`src/rtl/cpu_pkg.sv`:
```
// Shared CPU datapath constants and the writeback request type used by the
// regfile write-port arbiter.
package cpu_pkg;

  localparam int unsigned REG_AW = 5;
  localparam int unsigned NREG   = 32;
  localparam int unsigned DW     = 64;
  localparam int unsigned ZR_IDX = 31;

  typedef struct packed {
    logic [REG_AW-1:0] addr;
    logic [DW-1:0]     data;
  } wb_req_t;

  // Which requester currently holds priority when both are valid.
  typedef enum logic {
    RR_SRC0 = 1'b0,
    RR_SRC1 = 1'b1
  } rr_sel_e;

  function automatic logic is_zero_reg(input logic [REG_AW-1:0] addr);
    return addr == REG_AW'(ZR_IDX);
  endfunction

endpackage

```
`src/rtl/regfile_wr_arbiter_rr_arb2.sv`:
```
// Two-way round-robin arbiter: combinational one-hot grant, priority pointer
// flips to the other source after every accepted grant and holds when idle.
module rr_arb2
  import cpu_pkg::*;
(
  input  logic       clk,
  input  logic       reset,
  input  logic [1:0] i_req,
  input  logic       i_block,
  output logic [1:0] o_gnt
);

  rr_sel_e r_ptr;
  rr_sel_e w_ptr_nxt;

  always_comb begin
    o_gnt     = '0;
    w_ptr_nxt = r_ptr;
    if (!reset && !i_block) begin
      unique case (i_req)
        2'b01:   o_gnt = 2'b01;
        2'b10:   o_gnt = 2'b10;
        2'b11:   o_gnt = (r_ptr == RR_SRC0) ? 2'b01 : 2'b10;
        default: o_gnt = '0;
      endcase
    end
    // Every grant is an accepted transfer, so the pointer moves to the loser.
    if (o_gnt[1])
      w_ptr_nxt = RR_SRC0;
    else if (o_gnt[0])
      w_ptr_nxt = RR_SRC1;
  end

  always_ff @(posedge clk) begin
    if (reset)
      r_ptr <= RR_SRC0;
    else
      r_ptr <= w_ptr_nxt;
  end

endmodule

```
`src/rtl/regfile_wr_arbiter.sv`:
```
// Shares the regfile write port between ALU (src0) and load (src1) writeback,
// registers the winning write, and bypasses it onto both read ports.
module regfile_wr_arbiter
  import cpu_pkg::*;
#(
  parameter int unsigned NREG = cpu_pkg::NREG,
  parameter int unsigned DW   = cpu_pkg::DW,
  parameter int unsigned ZR   = cpu_pkg::ZR_IDX
) (
  input  logic                    clk,
  input  logic                    reset,
  input  logic                    s0_valid,
  input  logic [$clog2(NREG)-1:0] s0_addr,
  input  logic [DW-1:0]           s0_data,
  output logic                    s0_ready,
  input  logic                    s1_valid,
  input  logic [$clog2(NREG)-1:0] s1_addr,
  input  logic [DW-1:0]           s1_data,
  output logic                    s1_ready,
  input  logic                    stall,
  output logic                    RegWrite,
  output logic [$clog2(NREG)-1:0] WriteRegister,
  output logic [DW-1:0]           WriteData,
  input  logic [$clog2(NREG)-1:0] rd1_addr,
  input  logic [$clog2(NREG)-1:0] rd2_addr,
  input  logic [DW-1:0]           rf_rd1,
  input  logic [DW-1:0]           rf_rd2,
  output logic [DW-1:0]           rd1_data,
  output logic [DW-1:0]           rd2_data
);

  localparam int unsigned AW = $clog2(NREG);
  localparam logic [AW-1:0] ZR_A = AW'(ZR);

  logic [1:0]    w_gnt;
  logic          w_fire;
  wb_req_t       w_sel;
  logic          r_regwrite;
  logic [AW-1:0] r_wreg;
  logic [DW-1:0] r_wdata;

  rr_arb2 u_arb (
    .clk     (clk),
    .reset   (reset),
    .i_req   ({s1_valid, s0_valid}),
    .i_block (stall),
    .o_gnt   (w_gnt)
  );

  assign s0_ready = w_gnt[0];
  assign s1_ready = w_gnt[1];
  assign w_fire   = |w_gnt;

  always_comb begin
    w_sel = '0;
    if (w_gnt[1]) begin
      w_sel.addr = s1_addr;
      w_sel.data = s1_data;
    end else begin
      w_sel.addr = s0_addr;
      w_sel.data = s0_data;
    end
  end

  // Zero-register writes still handshake; only the write enable is suppressed.
  always_ff @(posedge clk) begin
    if (reset) begin
      r_regwrite <= 1'b0;
      r_wreg     <= '0;
      r_wdata    <= '0;
    end else if (w_fire) begin
      r_regwrite <= (w_sel.addr != ZR_A);
      r_wreg     <= w_sel.addr;
      r_wdata    <= w_sel.data;
    end else begin
      r_regwrite <= 1'b0;
    end
  end

  assign RegWrite      = r_regwrite;
  assign WriteRegister = r_wreg;
  assign WriteData     = r_wdata;

  // The registered write lands in the regfile only at the next edge, so a
  // read of the same register this cycle must see the in-flight value.
  always_comb begin
    rd1_data = rf_rd1;
    if (rd1_addr == ZR_A)
      rd1_data = '0;
    else if (r_regwrite && (rd1_addr == r_wreg))
      rd1_data = r_wdata;
  end

  always_comb begin
    rd2_data = rf_rd2;
    if (rd2_addr == ZR_A)
      rd2_data = '0;
    else if (r_regwrite && (rd2_addr == r_wreg))
      rd2_data = r_wdata;
  end

endmodule

```
`config.mk`:
```
export PLATFORM = sky130hd
export DESIGN_NAME = regfile_wr_arbiter
export DESIGN_NICKNAME = d
export VERILOG_FILES = /design/src/rtl/cpu_pkg.sv /design/src/rtl/regfile_wr_arbiter_rr_arb2.sv /design/src/rtl/regfile_wr_arbiter.sv
export SDC_FILE = /design/constraint.sdc
export NUM_CORES = 1
export LEC_CHECK = 0
export CORE_AREA = 4 4 182 184
export DETAILED_ROUTE_END_ITERATION = 8
export DIE_AREA = 0 0 186 188
export SLEW_MARGIN = 20
export SYNTH_ARGS = -nofsm -noshare
export SYNTH_HDL_FRONTEND = slang
export SYNTH_SLANG_ARGS = --single-unit
```
`constraint.sdc`:
```
create_clock -name clk -period 2.5 [get_ports clk]
set_input_delay 0.5 -clock clk [delete_from_list [all_inputs] [get_ports clk]]
set_output_delay 0.5 -clock clk [all_outputs]
set_load 0.005 [all_outputs]
```
### Yosys cells after proc, flatten, opt, wreduce, memory -nomap -nowiden

Index checks and enable logic that the tools add are counted.

* $add $sub $neg: 0
* multipliers: 0
* div/mod/pow operators: 0
* order comparisons: 0
* eq/ne operators: 8
* shifts and indexed selects: 0
* multiplexer cells: 8
* bitwise logic cells: 1
* reduce and logical (&&, ||, !) cells: 8

Operator list (number)
* $mux 64: 4
* $mux 69: 1
* $eq 5x5->1: 2
* $eq 5x5->1 const B: 2
* $pmux 2 s3: 1
* $reduce_or 2->1: 3
* $ne 5x5->1 const B: 1
* $eq 2x2->1 const B: 2
* $mux 2: 2
* $logic_and 1x1->1: 3
* $eq 2x1->1 const B: 1
* $logic_not 1->1: 2
* $not 1->1: 1

* flip-flop bits (word level): 71
* bits in latches: 0
* memory bits (writable): 0
* ROM bits: 0
* memories kept: 0

### Depth between registers and ports, before layout

* word-level depth: 6
* gate-level depth with buffers: 7
* gate-level depth less buffers: 5

### Cells and area by module

Synthesis repeated with hierarchy kept, for this count alone.

* cell total of the unflattened synthesis: 868
* area, all modules: 6308.6 um^2

Modules (own cells, without submodules)
* regfile_wr_arbiter: instances 1, cells each 858, area each 6227.2 um^2, seq. area each 1401.3 um^2
* rr_arb2: instances 1, cells each 10, area each 81.3 um^2, seq. area each 20.0 um^2

### Worst setup path after synthesis

OpenSTA, ideal clock, no wires.

* path type: input to output
* start point: input port rd2_addr[3]
* end point: output port rd2_data[13]
* data arrival time: 1486 ps
* required time: 2000 ps
* setup slack: 514 ps
* cell stages on the path: 6
* buffers on the path: 2
* cell sequence: xor2_1 -> nor4_4 -> and2_4 -> buf_12 -> buf_12 -> o21ai_2

* word-level cells in the longest chain between the ends: 4

RTL lines
* start, declared: RTL line regfile_wr_arbiter.sv:25 `input logic [$clog2(NREG)-1:0] rd2_addr,`
* $eq 5x5->1: RTL line regfile_wr_arbiter.sv:98 `else if (r_regwrite && (rd2_addr == r_wreg))`
* $logic_and 1x1->1: RTL line regfile_wr_arbiter.sv:98
* $mux 64: RTL line regfile_wr_arbiter.sv:98
* $mux 64 (*): RTL line regfile_wr_arbiter.sv:96 `if (rd2_addr == ZR_A)`
* end, declared: RTL line regfile_wr_arbiter.sv:29 `output logic [DW-1:0] rd2_data`

Every way passes the cells marked *; elsewhere a longest branch is shown, timed or not.

### Final worst setup path

* start point: input port rd2_addr[4]
* end point: output port rd2_data[23]

The elaborated chain is that of the path after synthesis.

==> impl_metrics.yaml <==
route:
  first_iter_violations: 397
  vias: 8883
  wl_per_cell_um: 21.10
  antenna_left: 0
  firstDrtPassIters: 5
  wirelength_um: 38100
  remaining_drc_errors: 0
  via_per_inst: 4.919
finish:
  drive_gt1_share_pct: 31.00
  area_delta_synth_final_pct: 104.2
  postLayoutCoreUtil_pct: 40.15
  instances_no_fill: 1806
  nNetsFinal: 1679
  design_area_mm2: 0.01260
  mostFrequentLayoutCells: "341 x clkdlybuf4s50_1, 269 x nand2_1, 128 x nand4_1, 124 x buf_2, 118 x o21ai_2"
  final_common_cell: "clkdlybuf4s50_1"
job:
  drv_cap: 0
sta:
  min_period_ns: 2.647
  hold_ws_ns: 0.5130
  tightest_slew_ns: 0.6128
  timing.fmax_mhz: 377.8
  finalMaxSlewViolations: 0
  finalHoldViolCount: 0
  tns_ns: -8.488
  finalSetupViolations: 111
  period_share_pct: 105.9
  finalWorstSetupSlack_ns: -0.1472
  finalClockSkew_ns: 0.005564
  rsz0062_at_grt: "yes"
  slew_headroom_pct: 59.15
setup_path:
  critPathTopFamily: "buffers and inverters"
  required_ns: 2.00
  crit_top_cell: "buf_12"
  cp.buffers_inverters: 7
  critPathSlowestCell: "dlygate4sd2_1"
  worstSetupPathType: "in2out"
  cp_max_fo: 5
  start_kind: "input pin"
  arrival_ns: 2.15
  max_stage_delay_ns: 0.27
  endpoint_kind: "primary output"
  cp_cell_sequence: "dlygate4sd2_1, xor2_2, nor4_4, buf_6, and2_4, buf_12, buf_12, buf_16, buf_8, o21ai_2, buf_2"
placement:
  dpl_cell_area_mm2: 0.01155
  io_buffers: 480
  dp_worst_setup_slack_ns: -0.7883
  hpwl_um: 26300
  gp_congestion: 0.8295
  dp.cells: 1721
floorplan:
  die_y_um: 188
  rows: 65
  die_w_um: 186
  die_area_mm2: 0.03497
  io_pins: 481
  core-area_mm2: 0.03139
  initial_utilization_pct: 19.66
clock_network:
  cts_tree: "done"
  ctsHoldBuffers: 0
  clock_latency_ns: 0.35
  cts_max_path_buffers: 2
  cts.sinks: 71
  ctsRootBufferMaster: "clkbuf_16"
  htreeDepth: 3
  cts_buffers: 9
  clkTransAtPathRegs_ns: 0.06
yosys:
  yosys_warnings: 0
  synthCells: 875
  synth_cell_types: 29
  yosysTopAreaCell: "dfxtp_1"
  synthesis.nets: 1156
  synth.avg_cell_area_um2: 7.054
  synth_area_leaders: "dfxtp_1 23%, nand2_1 16%, o21ai_2 16%"
  synthesis.area_mm2: 0.006172
  synth.yosys.seq_area_share_pct: 23.03
  synth-seq-cells: 71
  yosysTopAreaCellShare_pct: 23.03
status:
  violations: "negative setup slack"
  status: "finished with violations"
global_route:
  grt_pass1_wl_um: 54830
  antenna_found_initial: 2
  grt_max_degree: 140
  grt_remaining_overflow: 0
  grt_usage_pct: 20.31
  grt_pass1_vias: 9103
power:
  power_density_mw_per_mm2: 344.9
  p_leak_nw: 5.006
  power_mw: 4.346
  vdd_ir_drop_max_v: 0.0003787
hold_path:
  hp-class: "reg2reg"
## synthesized netlist by cell type
cell type,instances
a311oi_1,69
and2_1,3
and2_4,1
and3_1,2
buf_12,12
buf_2,21
buf_4,10
buf_6,14
buf_8,1
clkbuf_1,49
dfxtp_1,71
inv_1,1
inv_2,1
nand2_1,269
nand2b_1,1
nand3_1,5
nand3_2,1
nand4_1,128
nor2_1,71
nor2_2,1
nor2b_1,1
nor4_2,1
nor4_4,1
o21ai_0,10
o21ai_1,10
o21ai_2,110
o22ai_1,1
xnor2_1,2
xor2_1,8
## worst register-to-register path: cells and delay by family, from the launching register on
kind                   cells  cell delay, ns
AOI/OAI and AO/OA          1            0.31
buffers and inverters      1            0.46
DFF                        1            0.32
and+or+nand+nor            3            0.40
## registers in the layout, indices dropped and copies added (netlist names)
name and flops:
RegWrite 1, WriteRegister 5, WriteData 64, u_arb.r_ptr 1
## final cells by class
cell class / count / area [um^2]
sequential: 71 / 1430
multi-input combinational: 695 / 4224
clock buffer: 10 / 239.0
inverter: 2 / 7.507
timing repair buffer: 619 / 6090
clock inverter: 6 / 107.6
fill: 3210 / 18790
tap: 402 / 503.0
antenna: 1 / 2.502
## where the power goes
group	internal, mW	total [mW]	leakage, nW	switching, mW
sequential	1.20	1.30	0.584	0.0988
clock	1.00	1.55	0.168	0.546
combinational	0.904	1.50	4.25	0.593
total	3.11	4.35	5.01	1.24
## worst paths after layout
kind	start	to	slack, ns	depth (start not counted)
setup reg to reg	u_arb.r_ptr	WriteData[5]	0.91	5
hold reg to reg	WriteData[20]	WriteData[20]	0.51	2
setup / recovery	rd2_addr[4]	rd2_data[23]	-0.15	11
hold / removal	WriteData[20]	WriteData[20]	0.51	2
## cell families (layout without fill, tap and decap cells)
group	count (synthesis)	count (layout)	synth area share (%)
AO/OA/AOI/OAI	200	200	27.12
XOR/XNOR	10	10	1.419
buffers and inverters	109	637	12.71
flip-flops	71	71	23.03
other	0	1	0
AND/OR/NAND/NOR	485	485	35.72
## routing by layer
metal / global-route usage, % / vias to the layer above / share of wire (%)
met3: 5.490 / 52 / 7.8
met4: 6.334 / 2 / 2.4
met2: 36.81 / 397 / 51
li1: - / 4195 / -
met5: 0 / - / 0.034
met1: 22.93 / 4237 / 39
## what timing repair did
item,4_1_cts,5_1_grt
setup endpoints to repair,128,129
gates cloned,13,3
buffers inserted,63,6
resized for setup,629,40
pin swaps,101,15
Note: power is estimated with default switching activity, not from simulation.
